## src/rtl/imem_loader.sv

```systemverilog
// Instruction-memory program loader: consumes a length-prefixed little-endian byte
// stream, writes 32-bit words to instruction memory and holds the core until done.
module imem_loader #(
  parameter int unsigned ADDR_W      = 17,
  parameter int unsigned DEPTH_WORDS = 32768
) (
  input  logic              i_clock,
  input  logic              i_reset_n,
  input  logic              i_start,
  input  logic              i_byte_valid,
  input  logic [7:0]        i_byte_data,
  output logic              o_byte_ready,
  output logic              o_wr_en,
  output logic [ADDR_W-1:0] o_wr_addr,
  output logic [31:0]       o_wr_data,
  output logic              o_busy,
  output logic              o_done,
  output logic              o_error,
  output logic              o_cpu_hold
);

  localparam int unsigned CNT_W  = 16;
  localparam int unsigned BYTE_W = 8;
  localparam int unsigned DATA_W = 32;
  localparam int unsigned LANE_W = 24;
  localparam int unsigned BIDX_W = 2;

  typedef enum logic [2:0] {
    S_IDLE,
    S_HDR0,
    S_HDR1,
    S_DATA,
    S_WRITE,
    S_DONE,
    S_ERROR
  } state_t;

  state_t              r_state;
  logic [CNT_W-1:0]    r_count;
  logic [CNT_W-1:0]    r_word_idx;
  logic [BIDX_W-1:0]   r_byte_idx;
  logic [LANE_W-1:0]   r_lanes;
  logic                r_wr_en;
  logic [ADDR_W-1:0]   r_wr_addr;
  logic [DATA_W-1:0]   r_wr_data;
  logic                r_busy;
  logic                r_done;
  logic                r_error;
  logic                r_cpu_hold;

  state_t              w_state_nxt;
  logic [CNT_W-1:0]    w_count_nxt;
  logic [CNT_W-1:0]    w_word_idx_nxt;
  logic [BIDX_W-1:0]   w_byte_idx_nxt;
  logic [LANE_W-1:0]   w_lanes_nxt;
  logic                w_wr_en_nxt;
  logic [ADDR_W-1:0]   w_wr_addr_nxt;
  logic [DATA_W-1:0]   w_wr_data_nxt;
  logic                w_busy_nxt;
  logic                w_done_nxt;
  logic                w_error_nxt;
  logic                w_cpu_hold_nxt;
  logic                w_xfer;
  logic [CNT_W-1:0]    w_hdr_n;
  logic [CNT_W-1:0]    w_word_idx_inc;

  // Stream handshake is a pure decode of the header/payload states
  assign o_byte_ready   = (r_state == S_HDR0) || (r_state == S_HDR1) || (r_state == S_DATA);
  assign w_xfer         = i_byte_valid & o_byte_ready;
  assign w_hdr_n        = {i_byte_data, r_count[BYTE_W-1:0]};
  assign w_word_idx_inc = r_word_idx + CNT_W'(1);

  // State register and all registered outputs
  always_ff @(posedge i_clock) begin
    if (!i_reset_n) begin
      r_state    <= S_IDLE;
      r_count    <= '0;
      r_word_idx <= '0;
      r_byte_idx <= '0;
      r_lanes    <= '0;
      r_wr_en    <= 1'b0;
      r_wr_addr  <= '0;
      r_wr_data  <= '0;
      r_busy     <= 1'b0;
      r_done     <= 1'b0;
      r_error    <= 1'b0;
      r_cpu_hold <= 1'b1;
    end else begin
      r_state    <= w_state_nxt;
      r_count    <= w_count_nxt;
      r_word_idx <= w_word_idx_nxt;
      r_byte_idx <= w_byte_idx_nxt;
      r_lanes    <= w_lanes_nxt;
      r_wr_en    <= w_wr_en_nxt;
      r_wr_addr  <= w_wr_addr_nxt;
      r_wr_data  <= w_wr_data_nxt;
      r_busy     <= w_busy_nxt;
      r_done     <= w_done_nxt;
      r_error    <= w_error_nxt;
      r_cpu_hold <= w_cpu_hold_nxt;
    end
  end

  // Next-state and next-output logic
  always_comb begin
    w_state_nxt    = r_state;
    w_count_nxt    = r_count;
    w_word_idx_nxt = r_word_idx;
    w_byte_idx_nxt = r_byte_idx;
    w_lanes_nxt    = r_lanes;
    w_wr_en_nxt    = 1'b0;
    w_wr_addr_nxt  = r_wr_addr;
    w_wr_data_nxt  = r_wr_data;

    unique case (r_state)
      S_IDLE, S_DONE, S_ERROR: begin
        if (i_start) begin
          w_state_nxt = S_HDR0;
        end
      end
      S_HDR0: begin
        if (w_xfer) begin
          w_count_nxt = CNT_W'(i_byte_data);
          w_state_nxt = S_HDR1;
        end
      end
      S_HDR1: begin
        if (w_xfer) begin
          w_count_nxt    = w_hdr_n;
          w_word_idx_nxt = '0;
          w_byte_idx_nxt = '0;
          if (w_hdr_n == '0) begin
            w_state_nxt = S_DONE;
          end else if (32'(w_hdr_n) > DEPTH_WORDS) begin
            w_state_nxt = S_ERROR;
          end else begin
            w_state_nxt = S_DATA;
          end
        end
      end
      S_DATA: begin
        if (w_xfer) begin
          w_byte_idx_nxt = r_byte_idx + BIDX_W'(1);
          unique case (r_byte_idx)
            2'd0: w_lanes_nxt[7:0]   = i_byte_data;
            2'd1: w_lanes_nxt[15:8]  = i_byte_data;
            2'd2: w_lanes_nxt[23:16] = i_byte_data;
            default: begin
              // Final byte goes straight into the write word; strobe shows during WRITE
              w_wr_en_nxt   = 1'b1;
              w_wr_addr_nxt = ADDR_W'({r_word_idx, 2'b00});
              w_wr_data_nxt = {i_byte_data, r_lanes};
              w_state_nxt   = S_WRITE;
            end
          endcase
        end
      end
      S_WRITE: begin
        w_word_idx_nxt = w_word_idx_inc;
        w_byte_idx_nxt = '0;
        if (w_word_idx_inc == r_count) begin
          w_state_nxt = S_DONE;
        end else begin
          w_state_nxt = S_DATA;
        end
      end
      default: begin
        w_state_nxt = S_IDLE;
      end
    endcase

    w_busy_nxt     = (w_state_nxt == S_HDR0) || (w_state_nxt == S_HDR1) ||
                     (w_state_nxt == S_DATA) || (w_state_nxt == S_WRITE);
    w_done_nxt     = (w_state_nxt == S_DONE);
    w_error_nxt    = (w_state_nxt == S_ERROR);
    w_cpu_hold_nxt = (w_state_nxt != S_DONE);
  end

  assign o_wr_en    = r_wr_en;
  assign o_wr_addr  = r_wr_addr;
  assign o_wr_data  = r_wr_data;
  assign o_busy     = r_busy;
  assign o_done     = r_done;
  assign o_error    = r_error;
  assign o_cpu_hold = r_cpu_hold;

endmodule

```

## config.mk

```make
export PLATFORM = sky130hd
export DESIGN_NAME = imem_loader
export DESIGN_NICKNAME = d
export VERILOG_FILES = /design/src/rtl/imem_loader.sv
export SDC_FILE = /design/constraint.sdc
export NUM_CORES = 1
export LEC_CHECK = 0
export CORE_MARGIN = 1
export CORE_UTILIZATION = 35
export CTS_CLUSTER_DIAMETER = 30
export DETAILED_ROUTE_END_ITERATION = 8
export PLACE_DENSITY = 0.57
export SETUP_SLACK_MARGIN = 0.02
export SLEW_MARGIN = 25
export SYNTH_ARGS = -nofsm -noshare
export SYNTH_HDL_FRONTEND = slang
export SYNTH_SLANG_ARGS = --single-unit
```

## constraint.sdc

```tcl
create_clock -name i_clock -period 3.2 [get_ports i_clock]
set_clock_uncertainty 0.1 [all_clocks]
set_input_delay 0.48 -clock i_clock [delete_from_list [all_inputs] [get_ports i_clock]]
set_output_delay 0.48 -clock i_clock [all_outputs]
set_load 0.005 [all_outputs]
```

==> impl_metrics.tcl, run 1 <==
set metrics [dict create \
    post-place-ws_ns 0.343 \
    cts-buffers-inserted 17 \
    power.leakage_nw 2.27 \
    multi_input_area_um2 2720 \
    setup_tns_ns 0 \
    critical_path.slowest_cell "or4_4" \
    diodes 0 \
    cts_setup_buffers 0 \
    critPathKind "register to register" \
    yosys_most_used_dff "dfxtp_1" \
    yosys.area.top_type_share_pct 43.3 \
    h-tree-depth 4 \
    port_buffers 64 \
    synth_top_area_cell "dfxtp_1" \
    synth_edf_count 0 \
    slowest_delay_ns 0.57 \
    hold_viol 0 \
    nets 692 \
    synthTopCellsByArea "dfxtp_1, a21boi_0, nand2_1, nand3_1, clkbuf_1" \
    async_reset_ff_share_pct 0 \
    pwr_density_cell_nw_per_um2 557 \
    synth_warnings 0 \
    routed_wl_um 13500 \
    clock_latency_ns 0.41 \
    worst_slew_pin_slew_ns 0.927 \
    ios 67 \
    die_w_um 124 \
    holdCritPathClass "register to register" \
    cts_tree "built" \
    hpwl_um 9210 \
    rows 44 \
    drt_pre_antenna_iters 4 \
    cts_resized 0 \
    ys_types 50 \
    post-route-drc-count 0 \
    worst_slack_ns 0.323 \
    die_y_um 124 \
    grt_use_total_pct 18.7 \
    place.gp.congestion 0.898 \
    first_global_vias 4177 \
    avgSynthCellArea_um2 8.27 \
    clkTransAtPathRegs_ns 0.05 \
    fillers 1419 \
    synth_most_common_cell "nand2_1" \
    wl_per_cell_um 15.4 \
    required_ns 3.41 \
    drtAntennaViolNets 0 \
    grt_overflow_total 0 \
    rsz0062_at_grt "no" \
    grt_pass1_wl_um 21800 \
    netlist_instances 632 \
    core_area_um2 14500 \
    cts_hold_buf 0 \
    min_period_ns 2.88 \
    status "finished clean" \
    cp.arrival_ns 3.08 \
    cp-start-kind "register" \
    die_area_um2 15400 \
    clkSinkCount 113 \
    seq_area_um2 2260 \
    antenna_found_initial 0 \
    max_freq_mhz 348 \
    via_count 4512 \
    fin_crit_sh_pct 89.9 \
    vias_per_cell 5.17 \
    cts_buffer_depth 2 \
    setup_viol 0 \
    syn2layout_area_growth_pct 26.9 \
    yosysSeqAreaShare_pct 43.3 \
    synth_common_cells "nand2_1, dfxtp_1, a21boi_0, nand3_1, clkbuf_1" \
    drt_iter0_markers 309 \
    ys_seq_elements 113 \
    worst_setup_path_end_kind "register" \
    max-slew-margin-rel_pct 37.7 \
    crit_fanout 7 \
    clockRootBuffer "clkbuf_16" \
    grt_max_degree 75 \
    synth_area_um2 5230 \
    ir_drop_mv 0.358 \
    drive_gt1_share_pct 7.41 \
    crit_chain "ha_1, and3_1, nand4_2, a2111oi_2, o311ai_1, or4_4, o211a_1" \
    cap_viol_max_count 0 \
    slew_violations 0 \
    start_util_pct 36.0 \
]
critical path, delay by kind of cell, from the launching register on:
family | cells | cell delay, ns
and+or+nand+nor | 3 | 1.19
AOI/OAI and AO/OA | 3 | 0.76
DFF | 1 | 0.42
adders and majority gates | 1 | 0.31
through the flow:
stage / area (um^2) / total power [mW] / utilization (%) / hold WS, ns / cells
floorplan: 5230 / 1.57 / - / 0.341 / 633
CTS: 6630 / 3.73 / 45.6 / 0.363 / 872
detailed placement: 5980 / 1.63 / 41.1 / 0.356 / 840
global placement: 5980 / 1.63 / 41.1 / 0.349 / 840
global route: 6630 / 3.81 / 45.6 / 0.380 / 872
finish: 6630 / 3.70 / 45.6 / 0.358 / 872
routing by layer:
metal	share of wire (%)	global-route usage, %	vias to the layer above
li1	-	-	2242
met1	50	26.9	2108
met2	42	26.2	141
met3	5.9	5.54	21
met4	2.0	6.40	0
met5	0	0	-
sequential cells by signal, indices dropped and copies added (netlist names), 2 cells and up:
| register | count |
|---|---|
| o_wr_data | 32 |
| r_count | 16 |
| r_state | 3 |
| r_lanes | 24 |
| r_word_idx | 16 |
| o_wr_addr | 15 |
| r_byte_idx | 2 |
placed cells by master, fill, tap and decap left out, drive strengths merged, types with 3 or more instances in the layout:
cell	instances
mux2i	9
clkdlybuf4s50	63
nand4	8
and4	3
a21oi	11
dfxtp	113
o211ai	3
o21ai	16
a21boi	86
ha	5
buf	12
and2	6
xnor2	12
xor2	11
clkbuf	22
o211a	4
nor2	11
nor2b	22
clkinv	3
nor3b	3
and3	6
inv	6
nand2	155
o21a	4
or4	3
nor4	5
nor3	13
or3	4
bufinv	5
nand3	43
power breakdown:
group	internal [mW]	switching, mW
Combinational	0.0762	0.0944
Sequential	1.42	0.0146
Clock	1.44	0.652
worst paths after layout:
path / startpoint / end / slack, ns / cells after the start
max: r_word_idx[1] / o_busy / 0.32 / 7
min: o_wr_data[7] / o_wr_data[7] / 0.36 / 2
max reg2reg: r_word_idx[1] / o_busy / 0.32 / 7
min reg2reg: o_wr_data[7] / o_wr_data[7] / 0.36 / 2
kinds of logic after synthesis:
logic type | Yosys count | share of synthesized area [%]
fa+ha+maj | 5 | 1.20
buf+inv | 58 | 4.76
xor+xnor | 23 | 3.85
other cells | 1 | 0.0718
mux | 11 | 2.15
flops | 113 | 43.3
compound gates | 137 | 18.9
simple gates | 284 | 25.8
area by class of cell:
| class | instances | area share [%] |
|---|---|---|
| inverter | 6 | 0.339 |
| clock inverter | 10 | 2.72 |
| multi-input combinational | 462 | 41.0 |
| sequential | 113 | 34.1 |
| timing repair buffer | 75 | 11.2 |
| clock buffer | 22 | 7.15 |
| tap | 184 | 3.47 |
No activity file was read; power rests on OpenSTA's default activity.
==> inputs of run 2 (changes only) <==
Settings changed: PLACE_DENSITY 0.57 to unset, PLACE_DENSITY_LB_ADDON set to 0.1.
==> run 2 against run 1 <==
Effect of this change: sequential power hardly changed; first-iteration DRC count fell by 6.8%; non-clock buffer count grew 7; fmax increased by 0.18%; routed wire length grew 4.8%; global-route usage rose by 0.79 points; critical path depth stayed put; sequential share of layout area is 0.21 points higher; core utilization fell by 0.28 points; sequential cell count stayed put; cell count grew 0.80%; worst hold slack barely moved; critical path type unchanged; critical endpoint unchanged.
==> impl_metrics.tcl, run 2 (synthesized netlist as in run 1, its figures left out) <==
set metrics [dict create \
    critPathKind "register to register" \
    grt_use_total_pct 19.5 \
    multi_input_area_um2 2720 \
    crit_chain "ha_1, and3_1, nand4_2, a2111oi_2, o311ai_1, or4_4, o211a_1" \
    grt_overflow_total 0 \
    post-place-ws_ns 0.328 \
    ios 67 \
    final_common_cell "nand2_1" \
    power_mw 3.49 \
    seq_area_um2 2260 \
    drt_pre_antenna_iters 4 \
    drtAntennaViolNets 0 \
    pwr_density_cell_nw_per_um2 529 \
    clockRootBuffer "clkbuf_16" \
    setup_viol 0 \
    ir_drop_mv 0.366 \
    die_area_um2 15400 \
    dpl_cell_area_um2 6010 \
    cts-buffers-inserted 17 \
    min_period_ns 2.87 \
    power.leakage_nw 2.27 \
    hold_ws_ns 0.358 \
    cp-start-kind "register" \
    status "finished clean" \
    critical_path.slowest_cell "or4_4" \
    core_area_um2 14500 \
    cp.arrival_ns 3.08 \
    diodes 0 \
    antenna_found_initial 0 \
    place.gp.congestion 0.870 \
    drive_gt1_share_pct 8.35 \
    post-route-drc-count 0 \
    clock_latency_ns 0.42 \
    cp_top_family "simple AND/OR/NAND/NOR gates" \
    stdcell_area_um2 6590 \
    setup_tns_ns 0 \
    cts_tree "built" \
    max-slew-margin-rel_pct 41.8 \
    fin_crit_sh_pct 89.8 \
    cts_resized 0 \
    grt_pass1_wl_um 22200 \
    worst_slack_ns 0.328 \
    clkTransAtPathRegs_ns 0.05 \
    port_buffers 64 \
    fillers 1456 \
    cts_setup_buffers 0 \
    h-tree-depth 4 \
    slew_violations 0 \
    cp.buffers_inverters 0 \
    grt_max_degree 41 \
    worst_slew_pin_slew_ns 0.866 \
    max_freq_mhz 348 \
    crit_fanout 7 \
    wl_per_cell_um 16.1 \
    die_w_um 124 \
    rsz0062_at_grt "no" \
    cap_viol_max_count 0 \
    cts_buffer_depth 2 \
    routed_wl_um 14100 \
    largest_reg_flops 32 \
    holdCritPathClass "register to register" \
    worst_setup_path_end_kind "register" \
    first_global_vias 4031 \
    drt_iter0_markers 288 \
    nets 699 \
    syn2layout_area_growth_pct 26.2 \
    slowest_delay_ns 0.57 \
    hpwl_um 9890 \
    start_util_pct 36.0 \
    layout_common_cells "nand2_1, dfxtp_1, a21boi_0" \
    die_y_um 124 \
    cts_hold_buf 0 \
    rows 44 \
    required_ns 3.40 \
    hold_viol 0 \
    clkSinkCount 113 \
    vias_per_cell 4.99 \
    via_count 4390 \
]
-- run 2: path summary, 6_finish.rpt --
path | endpoint | slack, ns | start | depth (start not counted)
setup / recovery | o_busy | 0.33 | r_word_idx[1] | 7
hold / removal | o_wr_addr[6] | 0.36 | o_wr_addr[6] | 2
setup reg to reg | o_busy | 0.33 | r_word_idx[1] | 7
hold reg to reg | o_wr_addr[6] | 0.36 | o_wr_addr[6] | 2
-- run 2: tightest hold or removal path, stage by stage, from the launching register on --
cell and delay [ns]:
dfxtp_1 0.30, nand2_1 0.04, a21boi_0 0.06
-- run 2: metal layers --
| metal | wire [um] | vias up | track usage [%] | share of wire, % |
|---|---|---|---|---|
| met5 | 0 | - | 0 | 0 |
| met4 | 170 | 0 | 7.74 | 1.2 |
| met3 | 738 | 12 | 4.40 | 5.2 |
| met2 | 6190 | 105 | 28.1 | 44 |
| met1 | 7010 | 2020 | 27.9 | 50 |
| li1 | - | 2253 | - | - |
-- run 2: stage by stage --
stage / util (%) / std cells
2_1_floorplan: - / 633
3_3_place_gp: 41.3 / 847
3_5_place_dp: 41.3 / 847
4_1_cts: 45.4 / 879
5_1_grt: 45.4 / 879
6_report: 45.4 / 879
-- run 2: power breakdown --
part           internal, mW  switching, mW
Combinational        0.0794          0.102
Clock                  1.23          0.641
Sequential             1.42         0.0158
-- run 2: final cells by class --
class	count	share of cell area, %
multi-input cells	462	41.3
flip-flops and latches	113	34.3
repair buffers	82	11.7
clock buffers	20	6.77
well taps	184	3.49
clock inverters	12	2.13
inverters	6	0.342
